## src/rtl/mips_pkg.sv

```systemverilog
// mips_pkg: shared widths, register-index/word types and architectural
// register names for the MIPS pipeline core.
package mips_pkg;

    localparam int unsigned REG_ADDR_W = 5;
    localparam int unsigned REG_DATA_W = 32;

    typedef logic [REG_ADDR_W-1:0] reg_idx_t;
    typedef logic [REG_DATA_W-1:0] word_t;

    localparam reg_idx_t REG_ZERO = 5'd0;
    localparam reg_idx_t REG_SP   = 5'd29;
    localparam reg_idx_t REG_RA   = 5'd31;

endpackage : mips_pkg

```

## src/rtl/mips_regfile_rdport.sv

```systemverilog
// mips_regfile_rdport: one combinational read port of the register file.
// Forces index 0 to zero and forwards the in-flight WB write when the
// indices match, so a same-cycle write is visible before it commits.
// Ports:
//   i_rd_num     read index
//   i_reg_data   stored contents of regs[i_rd_num]
//   i_byp_vld    a committing write is present this cycle (non-zero index, no reset)
//   i_wr_num     write index
//   i_wr_data    write data
//   o_rd_data_c  resolved read data (combinational)
module mips_regfile_rdport
    import mips_pkg::*;
#(
    parameter int unsigned DATA_W = REG_DATA_W,
    parameter int unsigned ADDR_W = REG_ADDR_W
) (
    input  logic [ADDR_W-1:0] i_rd_num,
    input  logic [DATA_W-1:0] i_reg_data,
    input  logic              i_byp_vld,
    input  logic [ADDR_W-1:0] i_wr_num,
    input  logic [DATA_W-1:0] i_wr_data,
    output logic [DATA_W-1:0] o_rd_data_c
);

    // Zero register wins over bypass; bypass wins over stored state.
    always_comb begin
        o_rd_data_c = i_reg_data;
        if (i_rd_num == '0) begin
            o_rd_data_c = '0;
        end else if (i_byp_vld && (i_wr_num == i_rd_num)) begin
            o_rd_data_c = i_wr_data;
        end
    end

endmodule : mips_regfile_rdport

```

## src/rtl/mips_regfile.sv

```systemverilog
// mips_regfile: 32-entry GPR file, two combinational read ports, one
// synchronous write port with write-to-read bypass. Register 0 reads zero.
// Ports:
//   clk       rising-edge clock
//   reset     synchronous active-high clear of all registers (beats a write)
//   wr_num    write index
//   wr_data   write data
//   wr_en     write enable
//   rd0_num   read port 0 index
//   rd0_data  read port 0 data (combinational)
//   rd1_num   read port 1 index
//   rd1_data  read port 1 data (combinational)
module mips_regfile
    import mips_pkg::*;
#(
    parameter int unsigned DATA_W = REG_DATA_W,
    parameter int unsigned ADDR_W = REG_ADDR_W
) (
    input  logic              clk,
    input  logic              reset,
    input  logic [ADDR_W-1:0] wr_num,
    input  logic [DATA_W-1:0] wr_data,
    input  logic              wr_en,
    input  logic [ADDR_W-1:0] rd0_num,
    output logic [DATA_W-1:0] rd0_data,
    input  logic [ADDR_W-1:0] rd1_num,
    output logic [DATA_W-1:0] rd1_data
);

    localparam int unsigned DEPTH = 2 ** ADDR_W;

    logic [DATA_W-1:0] r_regs [DEPTH];
    logic              w_wr_commit;
    logic [DATA_W-1:0] w_rd0_reg;
    logic [DATA_W-1:0] w_rd1_reg;

    // A write only lands (and only bypasses) when not in reset and not to r0.
    assign w_wr_commit = !reset && wr_en && (wr_num != '0);

    // Storage; r0 is never written so it stays at its reset value of zero.
    always_ff @(posedge clk) begin
        if (reset) begin
            for (int i = 0; i < int'(DEPTH); i++) begin
                r_regs[i] <= '0;
            end
        end else if (w_wr_commit) begin
            r_regs[wr_num] <= wr_data;
        end
    end

    assign w_rd0_reg = r_regs[rd0_num];
    assign w_rd1_reg = r_regs[rd1_num];

    mips_regfile_rdport #(
        .DATA_W (DATA_W),
        .ADDR_W (ADDR_W)
    ) u_rdport0 (
        .i_rd_num    (rd0_num),
        .i_reg_data  (w_rd0_reg),
        .i_byp_vld   (w_wr_commit),
        .i_wr_num    (wr_num),
        .i_wr_data   (wr_data),
        .o_rd_data_c (rd0_data)
    );

    mips_regfile_rdport #(
        .DATA_W (DATA_W),
        .ADDR_W (ADDR_W)
    ) u_rdport1 (
        .i_rd_num    (rd1_num),
        .i_reg_data  (w_rd1_reg),
        .i_byp_vld   (w_wr_commit),
        .i_wr_num    (wr_num),
        .i_wr_data   (wr_data),
        .o_rd_data_c (rd1_data)
    );

endmodule : mips_regfile

```

## config.mk

```make
export PLATFORM = sky130hd
export DESIGN_NAME = mips_regfile
export DESIGN_NICKNAME = d
export VERILOG_FILES = /design/src/rtl/mips_pkg.sv /design/src/rtl/mips_regfile_rdport.sv /design/src/rtl/mips_regfile.sv
export SDC_FILE = /design/constraint.sdc
export NUM_CORES = 2
export LEC_CHECK = 0
export ABC_CLOCK_PERIOD_IN_PS = 2100
export CORE_MARGIN = 3
export CORE_UTILIZATION = 23
export CTS_CLUSTER_SIZE = 24
export DETAILED_ROUTE_END_ITERATION = 7
export PLACE_DENSITY = 0.38
export SYNTH_ARGS = -nofsm -noshare
export SYNTH_HDL_FRONTEND = slang
export SYNTH_SLANG_ARGS = --single-unit
```

## constraint.sdc

```tcl
create_clock -name clk -period 2.1 [get_ports clk]
set_input_delay 0.21 -clock clk [delete_from_list [all_inputs] [get_ports clk]]
set_output_delay 0.21 -clock clk [all_outputs]
set_load 0.05 [all_outputs]
```

==> metrics <==
DP Area 0.0673 mm^2; switching power of the nets 15,200 uW; Max H-tree Level 3; Crit path largest cell delay 0.55 ns; required time at the worst-slack endpoint 1.89 ns; Seq pwr share 44.3%; RSZ-0062 raised after global routing true; max-capacitance violation count 0; flop and latch count out of synthesis 1,024; Final Wtd Congestion 0.836; vias in the first global route 38.2k; fin crit share 150%; Hold WC Path Type primary input to flip-flop; PwrDens 750 mW/mm^2; multi-input logic area 0.0252 mm^2; sequential area share after synthesis 55.3%; clock buffer count from CTS 116; FMAX 318 MHz; design area 0.0727 mm^2; # IOs 114; vias per cell 4.81; hold endpoint r_regs[0][22]$_SDFFCE_PN0P_; total gr overflow 0; EDFF count, synth 1,024; crit path max fanout 2; core area 0.239 mm^2; FF+latch area 0.0307 mm^2; drt wl/cell 32.1 um; Final WS setup -1.05 ns; WHS Path Cells 2; cells after synthesis 3,822; logic gate share of total power 18.6%; Worst Setup Start Kind flip-flop; Critical Path AT 2.94 ns; Total Nets Final 4,453; synthesized area 0.0556 mm^2; gr usage total 19.5%; Final Hold Viols 0; CTS tree done; crit path kind flip-flop to primary output; Hold Crit Start reset; Rel. slew slack 43.9%; CP Launch Point r_regs[17][30]$_SDFFCE_PN0P_; Place WS -1.46 ns; Largest regs r_regs x1024; cell family with most CP delay simple AND/OR/NAND/NOR gates; Buffers & Inverters on Critical Path 2; Final min period 3.15 ns; Pint 39,300 uW; initial antenna violation count 13; clock buffer depth 3; clock sinks 1,024; Worst path slowest cell nor4_4; layout cell share with drive strength beyond 1 40.0%; Post-route DRC 0; Critical Path Sink Type primary output; Net Sw Frac 27.9%; clk root buf clkbuf_16; Routed WL 247 mm; async set-or-reset flop fraction in the synthesized netlist 0%; final setup violation count 64; Iter 0 DRT Violations 3,241; status finished, violations left; Via Count 37.0k; PortBufs 113; Fillers 23.7k; DP Cell Count 7,452; Starting Density 23.2%; final non-filler cell total 7,679; Top reg by flops r_regs; Die Area 0.248 mm^2; CTS clk-pin slew, worst paths 0.06 ns; Antenna Violating Nets Remaining 0; Synth-to-Final Area Change 30.8%; Slew Viols, Final 0; DP Wirelength 172 mm; largest net degree at the start of global routing 48; library cells used by synthesis 47; crit-path cells mux4_2 > mux2i_1 > buf_4 > a2111oi_4 > nor4_4 > nor2_2 > buf_12; first-pass GRT wire length 337 mm; Core Rows 179; Post-synth top flop edfxtp_1; Synthesis Warnings 0; failing checks negative setup slack; total leakage power 0.0256 uW; drt first pass iters 5; hold buffer count at cts 0; clock power share 37.1%; Die X 498 um; Slew @ Worst Pin 0.842 ns; Die Y 498 um; Synth Area per Inst 14.5 um^2; max FFs per register 1,024; Peak VDD IR 0.596 mV
## metrics by stage
step	power (uW)	utilization, %	TNS (ns)	hold slack, ns
floorplan	29100	-	-5.52	0.408
global placement	34100	28.1	-592.93	1.02
detailed placement	34100	28.1	-593.59	1.01
CTS	55000	30.2	-53.61	0.193
global route	56200	30.4	-53.45	0.178
finish	54500	30.4	-48.74	0.160
## routing by layer
layer / GRT usage, % / part of all wire [%]
met1: 25.0 / 42
met2: 34.7 / 51
met3: 1.82 / 4.0
met4: 6.00 / 3.1
met5: 0 / 0
## placed cells by master, fill, tap and decap left out, types with 13 or more instances in the layout
cell             Yosys  final
buf_6               18     28
a22oi_1             34     18
o21ai_0             35     26
conb_1               1     32
o22ai_1             50     42
buf_12               0    187
clkbuf_16            0    120
or2_2               34     33
nor2b_1             44     32
clkbuf_1           286     22
clkdlybuf4s50_1      0     34
clkinv_2             0     18
a22oi_2              0     16
edfxtp_1          1024   1024
buf_8                2     29
a221oi_2             0     13
nor2_2               0     15
a221o_2              0     36
mux4_2             405    405
nor2_4               0     46
a211oi_4             0     15
nor2_1              92     31
a211oi_2             0     33
clkinv_1             1     36
a221oi_1            48     35
mux2_2              97     95
a221o_1             51     15
and2_1             994    993
mux2i_1            213    196
buf_4               24    553
a211oi_1            83     35
nand2_1             34     29
## logic make-up after synthesis
family | share of synthesized area (%)
simple gates | 13.7
flops | 55.3
mux | 22.2
buf+inv | 3.38
compound gates | 5.19
xor+xnor | 0.158
other cells | 0.00675
## worst max path at each step
stage,to,slack (ns),depth (start not counted)
after floorplan,rd0_data[22],-0.38,9
after global placement,rd1_data[26],-1.77,9
after detailed placement,rd1_data[4],-1.46,9
after CTS,rd1_data[30],-1.14,4
after global routing,rd1_data[30],-1.09,4
final,rd0_data[30],-1.05,7
## cell usage after synthesis, types with 3 or more instances
cell | n | area, um^2
nor2_1 | 92 | 345
o22ai_1 | 50 | 313
and2_1 | 994 | 6220
nand3_1 | 7 | 35.0
a221oi_1 | 48 | 420
or3b_2 | 4 | 35.0
o31ai_1 | 3 | 22.5
o21ai_0 | 35 | 175
buf_6 | 18 | 203
nand3b_1 | 7 | 52.6
o22a_1 | 6 | 52.6
o221ai_1 | 12 | 105
a31oi_1 | 4 | 25.0
a21oi_1 | 24 | 120
mux4_2 | 405 | 9120
edfxtp_1 | 1024 | 30700
clkbuf_1 | 286 | 1070
mux2i_1 | 213 | 2130
or3_1 | 6 | 37.5
o21ai_1 | 7 | 35.0
buf_4 | 24 | 180
mux2_2 | 97 | 1090
nor2b_1 | 44 | 275
nor3_1 | 26 | 130
nand2b_1 | 7 | 43.8
a221o_1 | 51 | 510
a211o_1 | 5 | 43.8
or2_2 | 34 | 213
a2111oi_0 | 16 | 140
a22oi_1 | 34 | 255
buf_2 | 60 | 300
buf_1 | 21 | 78.8
nand2_1 | 34 | 128
nor4_1 | 12 | 75.1
a211oi_1 | 83 | 623
xnor2_1 | 10 | 87.6
and3_1 | 6 | 37.5
## repair_timing
item                                   in CTS  in global routing
cloned                                      1                  1
setup endpoints to repair                  64                 64
pin swaps                                  99                 58
setup buffers                              17                  9
resized for setup                         274                 70
endpoints found under the hold margin       0                  0
## power groups by stage
stage	clock, uW	combinational (uW)	sequential, uW
detailed placement	0	9460	24600
finish	20200	10100	24200
global placement	0	9480	24600
CTS	20700	10100	24200
global route	21400	10500	24300
floorplan	0	4750	24300
## final cells by class
| type | count | share of cell area [%] |
|---|---|---|
| diodes | 12 | 0.0413 |
| inverters | 4 | 0.0206 |
| clock inverters | 74 | 0.788 |
| flip-flops and latches | 1024 | 42.3 |
| multi-input cells | 2414 | 34.6 |
| clock buffers | 141 | 4.21 |
| well taps | 3167 | 5.45 |
| repair buffers | 843 | 12.6 |
Power figures use the tool's default switching activity.
